<file path="config.mk">
export PLATFORM = sky130hd
export DESIGN_NAME = crtc_char_shifter
export DESIGN_NICKNAME = d
export VERILOG_FILES = /design/src/rtl/crtc_char_shifter.sv
export SDC_FILE = /design/constraint.sdc
export NUM_CORES = 1
export LEC_CHECK = 0
export CORE_ASPECT_RATIO = 0.75
export CORE_MARGIN = 1.5
export CORE_UTILIZATION = 29
export CTS_CLUSTER_DIAMETER = 150
export DETAILED_ROUTE_END_ITERATION = 8
export SYNTH_ARGS = -nofsm -noshare
export SYNTH_HDL_FRONTEND = slang
export SYNTH_SLANG_ARGS = --single-unit
</file>
<file path="constraint.sdc">
create_clock -name CLOCK -period 1.8 [get_ports CLOCK]
set_input_delay 0.54 -clock CLOCK [delete_from_list [all_inputs] [get_ports CLOCK]]
set_output_delay 0.54 -clock CLOCK [all_outputs]
set_load 0.005 [all_outputs]
</file>
<file path="src/rtl/crtc_char_shifter.sv">
// ============================================================================
// Module   : crtc_char_shifter
// Purpose  : CRTC character-clock generator, VRAM/font fetch and pixel shifter.
//            Optional CURSOR_BLINK_EN enables the 8-frame cursor blink counter.
// Revision : 1.0 - initial release
// ============================================================================
`default_nettype none

module crtc_char_shifter #(
    parameter int PIX_PER_CHAR = 8
) (
    input  logic        CLOCK,
    input  logic        nRESET,
    input  logic        PIXEN,
    output logic        CCLKEN,
    input  logic [13:0] MA,
    input  logic [4:0]  RA,
    input  logic        DE,
    input  logic        CURSOR,
    input  logic        HSYNC,
    input  logic        VSYNC,
    output logic        VREQ,
    output logic [13:0] VADDR,
    input  logic        VACK,
    input  logic [7:0]  VDATA,
    input  logic [3:0]  CDATA,
    output logic [10:0] FADDR,
    input  logic [7:0]  FDATA,
    input  logic [3:0]  BORDER,
    output logic        PIX_ON,
    output logic [3:0]  PIX_COLOR,
    output logic        DE_O,
    output logic        HSYNC_O,
    output logic        VSYNC_O,
    output logic        UNDERRUN
);

    localparam logic [2:0] c_LAST = 3'(PIX_PER_CHAR - 1);

    localparam logic [2:0] S_IDLE = 3'd0;
    localparam logic [2:0] S_REQ  = 3'd1;
    localparam logic [2:0] S_FONT = 3'd2;
    localparam logic [2:0] S_CAPT = 3'd3;
    localparam logic [2:0] S_DONE = 3'd4;

    logic [2:0]  r_state;
    logic [2:0]  w_next;
    logic [2:0]  r_pixcnt;
    logic        w_cclken;
    logic        w_slot_ok;
    logic        w_vreq;
    logic        w_blink_on;
    logic        w_cursor_inv;

    logic        r_s1_de;
    logic        r_s1_hs;
    logic        r_s1_vs;
    logic        r_s1_cursor;
    logic [2:0]  r_s1_ra;
    logic [13:0] r_vaddr;
    logic [10:0] r_faddr;
    logic [3:0]  r_colour;
    logic [3:0]  r_out_colour;
    logic [7:0]  r_pattern;
    logic [7:0]  r_shreg;
    logic        r_de_o;
    logic        r_hs_o;
    logic        r_vs_o;
    logic        r_underrun;

    wire w_unused = &{1'b0, RA[4:3]};

    assign w_cclken  = PIXEN && (r_pixcnt == c_LAST);
    assign w_slot_ok = (r_state == S_IDLE) || (r_state == S_DONE);

`ifdef CURSOR_BLINK_EN
    logic       r_vs_d;
    logic [3:0] r_blink;

    always_ff @(posedge CLOCK or negedge nRESET) begin
        if (!nRESET) begin
            r_vs_d  <= 1'b0;
            r_blink <= 4'd0;
        end else begin
            r_vs_d <= VSYNC;
            if (VSYNC && !r_vs_d)
                r_blink <= r_blink + 4'd1;
        end
    end

    assign w_blink_on = r_blink[3];
`else
    assign w_blink_on = 1'b1;
`endif

    assign w_cursor_inv = r_s1_cursor && r_s1_de && w_blink_on;

    // Fetch FSM: state register
    always_ff @(posedge CLOCK or negedge nRESET) begin
        if (!nRESET)
            r_state <= S_IDLE;
        else
            r_state <= w_next;
    end

    // A character boundary always restarts the fetch, aborting any in flight
    always_comb begin
        w_next = r_state;
        if (w_cclken) begin
            w_next = DE ? S_REQ : S_IDLE;
        end else begin
            case (r_state)
                S_REQ:   if (VACK) w_next = S_FONT;
                S_FONT:  w_next = S_CAPT;
                S_CAPT:  w_next = S_DONE;
                default: w_next = r_state;
            endcase
        end
    end

    always_comb begin
        w_vreq = (r_state == S_REQ);
    end

    always_ff @(posedge CLOCK or negedge nRESET) begin
        if (!nRESET) begin
            r_pixcnt     <= 3'd0;
            r_s1_de      <= 1'b0;
            r_s1_hs      <= 1'b0;
            r_s1_vs      <= 1'b0;
            r_s1_cursor  <= 1'b0;
            r_s1_ra      <= 3'd0;
            r_vaddr      <= 14'd0;
            r_faddr      <= 11'd0;
            r_colour     <= 4'd0;
            r_out_colour <= 4'd0;
            r_pattern    <= 8'd0;
            r_shreg      <= 8'd0;
            r_de_o       <= 1'b0;
            r_hs_o       <= 1'b0;
            r_vs_o       <= 1'b0;
            r_underrun   <= 1'b0;
        end else begin
            r_underrun <= 1'b0;
            if (PIXEN)
                r_pixcnt <= (r_pixcnt == c_LAST) ? 3'd0 : r_pixcnt + 3'd1;

            if (w_cclken) begin
                r_s1_de      <= DE;
                r_s1_hs      <= HSYNC;
                r_s1_vs      <= VSYNC;
                r_s1_cursor  <= CURSOR;
                r_s1_ra      <= RA[2:0];
                r_vaddr      <= MA;
                r_de_o       <= r_s1_de;
                r_hs_o       <= r_s1_hs;
                r_vs_o       <= r_s1_vs;
                r_shreg      <= w_slot_ok ? r_pattern : 8'd0;
                r_out_colour <= r_colour;
                r_pattern    <= 8'd0;
                r_underrun   <= !w_slot_ok;
            end else begin
                if (PIXEN)
                    r_shreg <= {r_shreg[6:0], 1'b0};
                if ((r_state == S_REQ) && VACK) begin
                    r_colour <= CDATA;
                    r_faddr  <= {VDATA, r_s1_ra};
                end
                if (r_state == S_CAPT)
                    r_pattern <= FDATA ^ {8{w_cursor_inv}};
            end
        end
    end

    assign CCLKEN    = w_cclken;
    assign VREQ      = w_vreq;
    assign VADDR     = r_vaddr;
    assign FADDR     = r_faddr;
    assign PIX_ON    = r_shreg[7];
    assign PIX_COLOR = r_shreg[7] ? r_out_colour : BORDER;
    assign DE_O      = r_de_o;
    assign HSYNC_O   = r_hs_o;
    assign VSYNC_O   = r_vs_o;
    assign UNDERRUN  = r_underrun;

endmodule

`default_nettype wire

</file>
==> metrics, run 1 <==
total global routing overflow=0; Slew @ Worst Pin=0.394 ns; initial DRC count=75; type of the tightest min-delay check=input pin to asynchronous set/reset pin; failing checks=negative setup slack; Post-DP Area=3870 um2; Post-Syn Nets=240; Final Hold Viols=0; Final nets=348; Num CTS Buffers=9; Routed WL=5960 um; CP Max Fanout=3; CTS tree=built; vias in the first global route=1891; Final Total Pwr=6.49 mW; post-route ant nets=0; max_cap viols=0; Setup Skew=0.00327 ns; Site Rows=30; Final Max Tran Viols=0; Die X=116 um; GRT Overall Usage=12.5%; share of the synthesized area in the top cell type=59.8%; Rel. slew slack=73.7%; Tmin final=1.82 ns; sequential fraction of the synthesis area=59.8%; # diodes=0; WL per Instance=13.9 um; core footprint=9160 um2; synth warn=0; Area Overhead vs Synth=52.1%; first-pass GRT wire length=9380 um; Clock Pin Slew Worst Setup and Hold Paths=0.06 ns; Lkg Pwr=1.86 nW; Fmax=548 MHz; worst setup margin=-0.0243 ns; H-Tree Depth=3; crit end category=primary output; layout cells sized above 1=34.0%; worst-skew pair later-pin latency=0.32 ns; Clock Path Buffers=2; DR pass1 iterations=4; final instance area=4200 um2; via count=1862; Die Height=87.5 um; Starting Density=30.2%; crit start category=flop; PwrDens=1550 nW/um2; # setup viols final=5; post-DP HPWL=4100 um; Avg Cell Area, Syn=14.8 um2; Synth Register Bits=66; commonest non-fill, non-tap cell in the layout=clkdlybuf4s50_1; post-synth top area cell=dfrtp_1; die area=10100 um2; largest cells by area after synthesis=dfrtp_1 60%, mux2_2 16%, mux2_4 5.4%; status=finished, violations left; initial antenna violation count=0; largest net degree at the start of global routing=67; critical path required time=1.26 ns; commonest cells after routing, fill and taps aside=71 x clkdlybuf4s50_1, 65 x dfrtp_1, 36 x mux2_2; Setup CP Type=flop to primary output; CP arrival=1.28 ns; Tcrit/Tclk final=101%; Distinct cells, synth=28; mapped cell area=2760 um2; worst vdd rail ir drop=0.632 mV; CTS root buf=clkbuf_16; IO Count=87; Port Buffers=84; GPL Wtd Cong=0.731; RSZ-0062 raised after global routing=yes; clock sinks=66; Avg Vias per Cell=4.35; number of remaining DRC errors=0; cells after synthesis=187
cells by family (layout without fill, tap and decap cells):
logic type,after synthesis,in the layout,synth area share (%)
mux,53,53,22.8
buf+inv,11,124,2.26
flops,66,66,59.8
xor+xnor,8,8,2.54
simple gates,26,26,5.75
fa+ha+maj,2,2,0.905
compound gates,21,21,5.98
routing by layer:
metal / share of wire, % / up-vias / GRT usage, %
met3: 5.3 / 10 / 4.29
met5: 0 / - / 0
li1: - / 881 / -
met1: 49 / 922 / 17.3
met2: 43 / 49 / 17.3
met4: 2.0 / 0 / 6.76
metrics by stage:
step / instances / util [%] / worst slack [ns] / hold WS [ns] / setup TNS [ns]
after global routing: 428 / 45.9 / -0.0721 / 0.245 / -0.918
after detailed placement: 409 / 42.3 / -0.436 / 0.471 / -14.05
after global placement: 409 / 42.3 / -0.429 / 0.458 / -13.42
after floorplan: 187 / - / 0.0224 / 0.244 / 0
after CTS: 428 / 45.8 / -0.182 / 0.248 / -1.27
final: 428 / 45.9 / -0.0243 / 0.233 / -0.0850
critical path, cell delays in order (launching register included):
cell and delay [ns]:
dfrtp_2 0.42, buf_6 0.13, mux2_4 0.29, buf_6 0.12
area by class of cell:
type	count	area, um2
clock buffer	9	225
multi-input combinational	110	1080
tap	128	160
clock inverter	7	46.3
timing repair buffer	105	1020
inverter	3	11.3
sequential	66	1650
fill	854	4960
Yosys cell counts (all sizes together):
| library cell | number |
|---|---|
| a21oi | 4 |
| a221o | 4 |
| a31oi | 1 |
| and4bb | 1 |
| buf | 7 |
| clkbuf | 1 |
| dfrtp | 66 |
| ha | 2 |
| inv | 3 |
| mux2 | 50 |
| mux2i | 3 |
| nand2 | 6 |
| nand2b | 1 |
| nand3 | 2 |
| nor2 | 9 |
| nor2b | 2 |
| nor3 | 1 |
| nor3b | 4 |
| o21ai | 2 |
| o2bb2ai | 8 |
| o31ai | 2 |
| xor2 | 8 |
final timing paths:
path                                   from            to  slack [ns]  cells past startpoint
worst max-delay path             r_shreg[7]  PIX_COLOR[1]       -0.02                      3
worst min register to register   r_shreg[6]    r_shreg[6]        0.49                      2
worst max register to register  r_pixcnt[1]     FADDR[10]        0.03                      7
max in group asynchronous            nRESET    r_shreg[7]        1.26                      2
min in group CLOCK               r_shreg[6]    r_shreg[6]        0.49                      2
worst min-delay path                 nRESET     VADDR[11]        0.23                      2
sequential cells by signal (all words and copies together), names as in the netlist:
signal        flops
VSYNC_O           1
r_state           3
r_pattern         8
r_s1_cursor       1
r_s1_ra           3
r_colour          4
UNDERRUN          1
r_shreg           8
r_out_colour      4
FADDR            11
HSYNC_O           1
r_pixcnt          3
VADDR            14
r_s1_hs           1
r_s1_de           1
DE_O              1
r_s1_vs           1
repair_timing:
| item | in CTS | in global routing |
|---|---|---|
| resized for setup | 36 | 7 |
| hold buffers | 0 | 0 |
| pin swaps | 0 | 3 |
| setup endpoints to repair | 22 | 21 |
| buffers inserted | 3 | 0 |
where the power goes:
part           internal (mW)  total [mW]  switching [mW]
logic                   1.63        2.42           0.784
registers               2.15        2.52           0.369
clock network          0.924        1.56           0.632
total                   4.71        6.49            1.79
No activity file was read; power rests on OpenSTA's default activity.
==> run 2: changes to the inputs <==
Settings changed: GPL_TIMING_DRIVEN set to 0.
==> metrics, run 2 (synthesis results as in run 1) <==
status=finished, violations left (unchanged); failing checks=negative setup slack (unchanged); part of the power in the clock network=24.2% (was 24.0%); critical path required time=1.26 ns (about the same); Routed WL=6110 um (was 5960 um); worst setup margin=-0.0642 ns (was -0.0243 ns); # diodes=0 (unchanged); CP Buf/Inv Count=2 (unchanged); GPL Wtd Cong=0.726 (was 0.731); commonest non-fill, non-tap cell in the layout=clkdlybuf4s50_1 (unchanged); Num CTS Buffers=9 (unchanged); Setup CP Type=flop to primary output (unchanged); initial DRC count=58 (was 75); total global routing overflow=0 (unchanged); number of remaining DRC errors=0 (unchanged); clock sinks=66 (unchanged); post-layout util=45.4% (was 45.9%); post-route ant nets=0 (unchanged); Clock Path Buffers=2 (unchanged); Slew @ Worst Pin=0.841 ns (was 0.394 ns); Worst path max stage delay=0.40 ns (was 0.42 ns); Final Max Tran Viols=0 (unchanged); worst hold margin=0.300 ns (was 0.233 ns); Setup Skew=0.00429 ns (was 0.00327 ns); Int Power=4.72 mW (was 4.71 mW); GRT Overall Usage=13.1% (was 12.5%); Net Switching=1.76 mW (was 1.79 mW); post-DP HPWL=4090 um (was 4100 um); IO Count=87 (unchanged); CP arrival=1.32 ns (was 1.28 ns); max_cap viols=0 (unchanged); largest net degree at the start of global routing=67 (unchanged); CTS tree=built (unchanged); Fmax=536 MHz (was 548 MHz); vias in the first global route=1978 (was 1891); commonest cells after routing, fill and taps aside=71 x clkdlybuf4s50_1, 65 x dfrtp_1, 36 x mux2_2 (unchanged); Final Total Pwr=6.49 mW (about the same); Tmin final=1.86 ns (was 1.82 ns); crit path cell chain=ha_2 > ha_4 > nand2_8 > inv_6 > buf_6 (was buf_6 > mux2_4 > buf_6); Die Height=87.5 um (unchanged); CP top delay family=flip-flops (unchanged); Sw Share=27.2% (was 27.5%); Port Buffers=83 (was 84); CTS root buf=clkbuf_16 (unchanged); first-pass GRT wire length=9920 um (was 9380 um); H-Tree Depth=3 (unchanged); initial antenna violation count=0 (unchanged); PwrDens=1560 nW/um2 (was 1550 nW/um2); crit end category=primary output (unchanged); Site Rows=30 (unchanged); Flop pwr share=39.1% (was 38.9%); DR pass1 iterations=4 (unchanged); Die X=116 um (unchanged); die area=10100 um2 (unchanged); pre-CTS WS=-0.715 ns (was -0.436 ns); Comb pwr share=36.8% (was 37.2%); crit start category=flop (unchanged); worst-skew pair later-pin latency=0.33 ns (was 0.32 ns); via count=1854 (was 1862); worst vdd rail ir drop=0.613 mV (was 0.632 mV); Clock Pin Slew Worst Setup and Hold Paths=0.05 ns (was 0.06 ns); Area Overhead vs Synth=50.5% (was 52.1%); Rel. slew slack=43.9% (was 73.7%); slowest cell on the critical path=dfrtp_1 (was dfrtp_2); Tcrit/Tclk final=104% (was 101%); Starting Density=30.2% (unchanged); Final nets=343 (was 348); layout cells sized above 1=32.2% (was 34.0%); CP Max Fanout=3 (unchanged); type of the tightest min-delay check=input pin to asynchronous set/reset pin (unchanged); WL per Instance=14.4 um (was 13.9 um); Final Hold Viols=0 (unchanged); Avg Vias per Cell=4.38 (was 4.35); # setup viols final=1 (was 5); max reg flops=14 (unchanged); core footprint=9160 um2 (unchanged); RSZ-0062 raised after global routing=yes (unchanged); Lkg Pwr=1.82 nW (was 1.86 nW)
run 2: worst register-to-register path: cells and delay by family, from the launching register on:
family / cells / cell delay, ns
flops: 1 / 0.40
fa+ha+maj: 2 / 0.39
buf+inv: 2 / 0.35
mux: 1 / 0.30
simple gates: 2 / 0.19
run 2: repair_timing:
action | CTS | global route
pin swaps | 3 | 2
gates resized for setup | 55 | 1
setup endpoints to repair | 49 | 46
hold buffers | 0 | 0
setup buffers | 6 | 5
run 2: area by class of cell:
class | count | area (um2)
fill | 893 | 5000
timing repair buffer | 94 | 906
sequential | 66 | 1650
clock buffer | 13 | 250
multi-input combinational | 110 | 1100
buffer | 6 | 58.8
clock inverter | 3 | 15.0
inverter | 3 | 16.3
tap | 128 | 160
run 2: routing by layer:
layer  vias to the layer above  routed length [um]  GRT usage, %
met2                        57                2740          19.8
met1                       917                2880          17.1
met4                         0                  91          5.65
met3                         9                 397          4.84
met5                         -                   0             0
li1                        871                   -             -
run 2: final timing paths:
path / slack (ns) / cells past startpoint / end / startpoint
max reg2reg: 0.06 / 7 / FADDR[10] / r_pixcnt[0]
min: 0.30 / 1 / VADDR[8] / nRESET
max: -0.06 / 5 / CCLKEN / r_pixcnt[0]
min reg2reg: 0.47 / 2 / r_shreg[2] / r_shreg[2]
min in group CLOCK: 0.47 / 2 / r_shreg[2] / r_shreg[2]
max in group asynchronous: 0.87 / 1 / r_shreg[7] / nRESET
run 2: power groups by stage:
stage | registers (mW) | logic, mW | clock network (mW)
after floorplan | 2.50 | 1.18 | 0
after global placement | 2.52 | 2.21 | 0
after detailed placement | 2.54 | 2.25 | 0
after CTS | 2.54 | 2.40 | 1.62
after global routing | 2.63 | 2.60 | 1.70
final | 2.53 | 2.39 | 1.57
run 2: through the flow:
stage               setup TNS (ns)  cell area [um2]  std cells
floorplan                        0             2770        187
global placement           -146.10             3760        398
detailed placement           -7.36             3760        398
CTS                         -0.318             4140        420
global route                -0.125             4160        423
finish                     -0.0642             4160        423
==> run 3: changes to the inputs <==
Settings changed: DONT_BUFFER_PORTS set to 1.
==> metrics, run 3 (synthesis results as in run 1) <==
failing checks=negative hold slack, negative setup slack (was negative setup slack); WL per Instance=16.0 um (was 14.4 um); Port Buffers=0 (was 83); crit start category=flop (unchanged); initial DRC count=76 (was 58); Avg Vias per Cell=4.54 (was 4.38); GPL Wtd Cong=0.687 (was 0.726); Final Max Tran Viols=0 (unchanged); Setup Skew=0.00403 ns (was 0.00429 ns); layout cells sized above 1=40.9% (was 32.2%); pre-CTS WS=-0.226 ns (was -0.715 ns); critical path required time=1.26 ns (about the same); Clock Pin Slew Worst Setup and Hold Paths=0.05 ns (about the same); Site Rows=30 (unchanged); setup TNS=-0.0640 ns (was -0.0642 ns); Lkg Pwr=1.47 nW (was 1.82 nW); Num CTS Buffers=9 (unchanged); post-DP HPWL=3620 um (was 4090 um); worst vdd rail ir drop=0.571 mV (was 0.613 mV); worst-skew pair later-pin latency=0.33 ns (about the same); CP arrival=1.32 ns (about the same); PwrDens=1760 nW/um2 (was 1560 nW/um2); Tcrit/Tclk final=104% (about the same); core footprint=9160 um2 (unchanged); worst hold margin=-0.0894 ns (was 0.300 ns); Worst path max stage delay=0.38 ns (was 0.40 ns); DR pass1 iterations=4 (unchanged); crit end category=primary output (unchanged); CTS root buf=clkbuf_16 (unchanged); status=finished, violations left (unchanged); vias in the first global route=1630 (was 1978); via count=1526 (was 1854); Die Height=87.5 um (unchanged); H-Tree Depth=3 (unchanged); GRT Overall Usage=11.7% (was 13.1%); IO Count=87 (unchanged); max reg flops=14 (unchanged); number of remaining DRC errors=0 (unchanged); Final nets=256 (was 343); CTS tree=built (unchanged); commonest cells after routing, fill and taps aside=65 x dfrtp_1, 40 x mux2_2, 10 x mux2_4 (was 71 x clkdlybuf4s50_1, 65 x dfrtp_1, 36 x mux2_2); slowest cell on the critical path=dfrtp_1 (unchanged); clock sinks=66 (unchanged); RSZ-0062 raised after global routing=yes (unchanged); Slew @ Worst Pin=0.412 ns (was 0.841 ns); Starting Density=30.2% (unchanged); type of the tightest min-delay check=input pin to asynchronous set/reset pin (unchanged); # diodes=0 (unchanged); die area=10100 um2 (unchanged); CP Max Fanout=5 (was 3); Routed WL=5380 um (was 6110 um); Die X=116 um (unchanged); worst setup margin=-0.0640 ns (was -0.0642 ns); # setup viols final=1 (unchanged); total global routing overflow=0 (unchanged); filler instances=915 (was 893); crit path cell chain=ha_2 > ha_4 > nand2_4 > inv_4 > buf_8 (was ha_2 > ha_4 > nand2_8 > inv_6 > buf_6); first-pass GRT wire length=8510 um (was 9920 um); largest net degree at the start of global routing=67 (unchanged); post-route ant nets=0 (unchanged); initial antenna violation count=0 (unchanged); Fmax=536 MHz (about the same); Area Overhead vs Synth=20.2% (was 50.5%); Rel. slew slack=72.5% (was 43.9%); Setup CP Type=flop to primary output (unchanged); Final Hold Viols=66 (was 0); max_cap viols=0 (unchanged); Tmin final=1.86 ns (about the same); commonest non-fill, non-tap cell in the layout=dfrtp_1 (was clkdlybuf4s50_1); Clock Path Buffers=2 (unchanged)
run 3: final timing paths:
| kind | start | to | slack, ns | cells after the start |
|---|---|---|---|---|
| setup / recovery | r_pixcnt[1] | CCLKEN | -0.06 | 5 |
| hold / removal | nRESET | VADDR[3] | -0.09 | 0 |
| setup reg to reg | r_pixcnt[1] | VADDR[4] | 0.11 | 6 |
| hold reg to reg | r_shreg[2] | r_shreg[2] | 0.47 | 2 |
| max in group asynchronous | nRESET | r_shreg[7] | 1.78 | 0 |
| min in group CLOCK | VDATA[3] | FADDR[6] | 0.36 | 1 |
run 3: power by group:
part / switching (mW) / total (mW) / internal, mW / leakage, nW
registers: 0.446 / 2.60 / 2.16 / 0.824
logic: 0.539 / 1.44 / 0.902 / 0.492
clock network: 0.586 / 1.81 / 1.22 / 0.156
run 3: per-layer routing:
metal / track usage [%] / wire length [um] / vias up
met1: 14.3 / 2350 / 760
met5: 0 / 0 / -
li1: - / - / 698
met3: 5.40 / 468 / 9
met4: 5.99 / 124 / 0
met2: 17.5 / 2430 / 59
run 3: area by class of cell:
class | count | area, um2 | area share [%]
Timing Repair Buffer | 6 | 42.5 | 1.28
Multi-Input combinational cell | 110 | 1070 | 32.2
Sequential cell | 66 | 1650 | 49.8
Buffer | 7 | 65.1 | 1.96
Clock inverter | 1 | 30.0 | 0.904
Clock buffer | 15 | 288 | 8.66
Inverter | 3 | 13.8 | 0.414
Tap cell | 128 | 160 | 4.82
run 3: through the flow:
| step | util, % | std cells | power [mW] | hold slack, ns | instance area [um2] |
|---|---|---|---|---|---|
| finish | 36.3 | 336 | 5.86 | -0.0894 | 3320 |
| global placement | 32.0 | 315 | 3.93 | 0.246 | 2930 |
| floorplan | - | 187 | 3.67 | 0.244 | 2770 |
| global route | 36.3 | 336 | 6.25 | -0.116 | 3320 |
| detailed placement | 32.0 | 315 | 3.98 | 0.245 | 2930 |
| CTS | 36.2 | 336 | 5.94 | -0.111 | 3320 |
run 3: worst max-delay path, delay by kind of cell (launching register included):
family,cells,cell delay [ns]
adder cells (fa/ha/maj),2,0.38
AND/OR/NAND/NOR,1,0.07
buffers and inverters,2,0.16
flip-flops,1,0.38
run 3: what timing repair did:
item | CTS | global route
gates resized for setup | 11 | 3
endpoints found under the hold margin | 66 | 66
setup endpoints to repair | 43 | 37
buffers inserted | 4 | 1
pin swaps | 2 | 2
cloned | 1 | 0
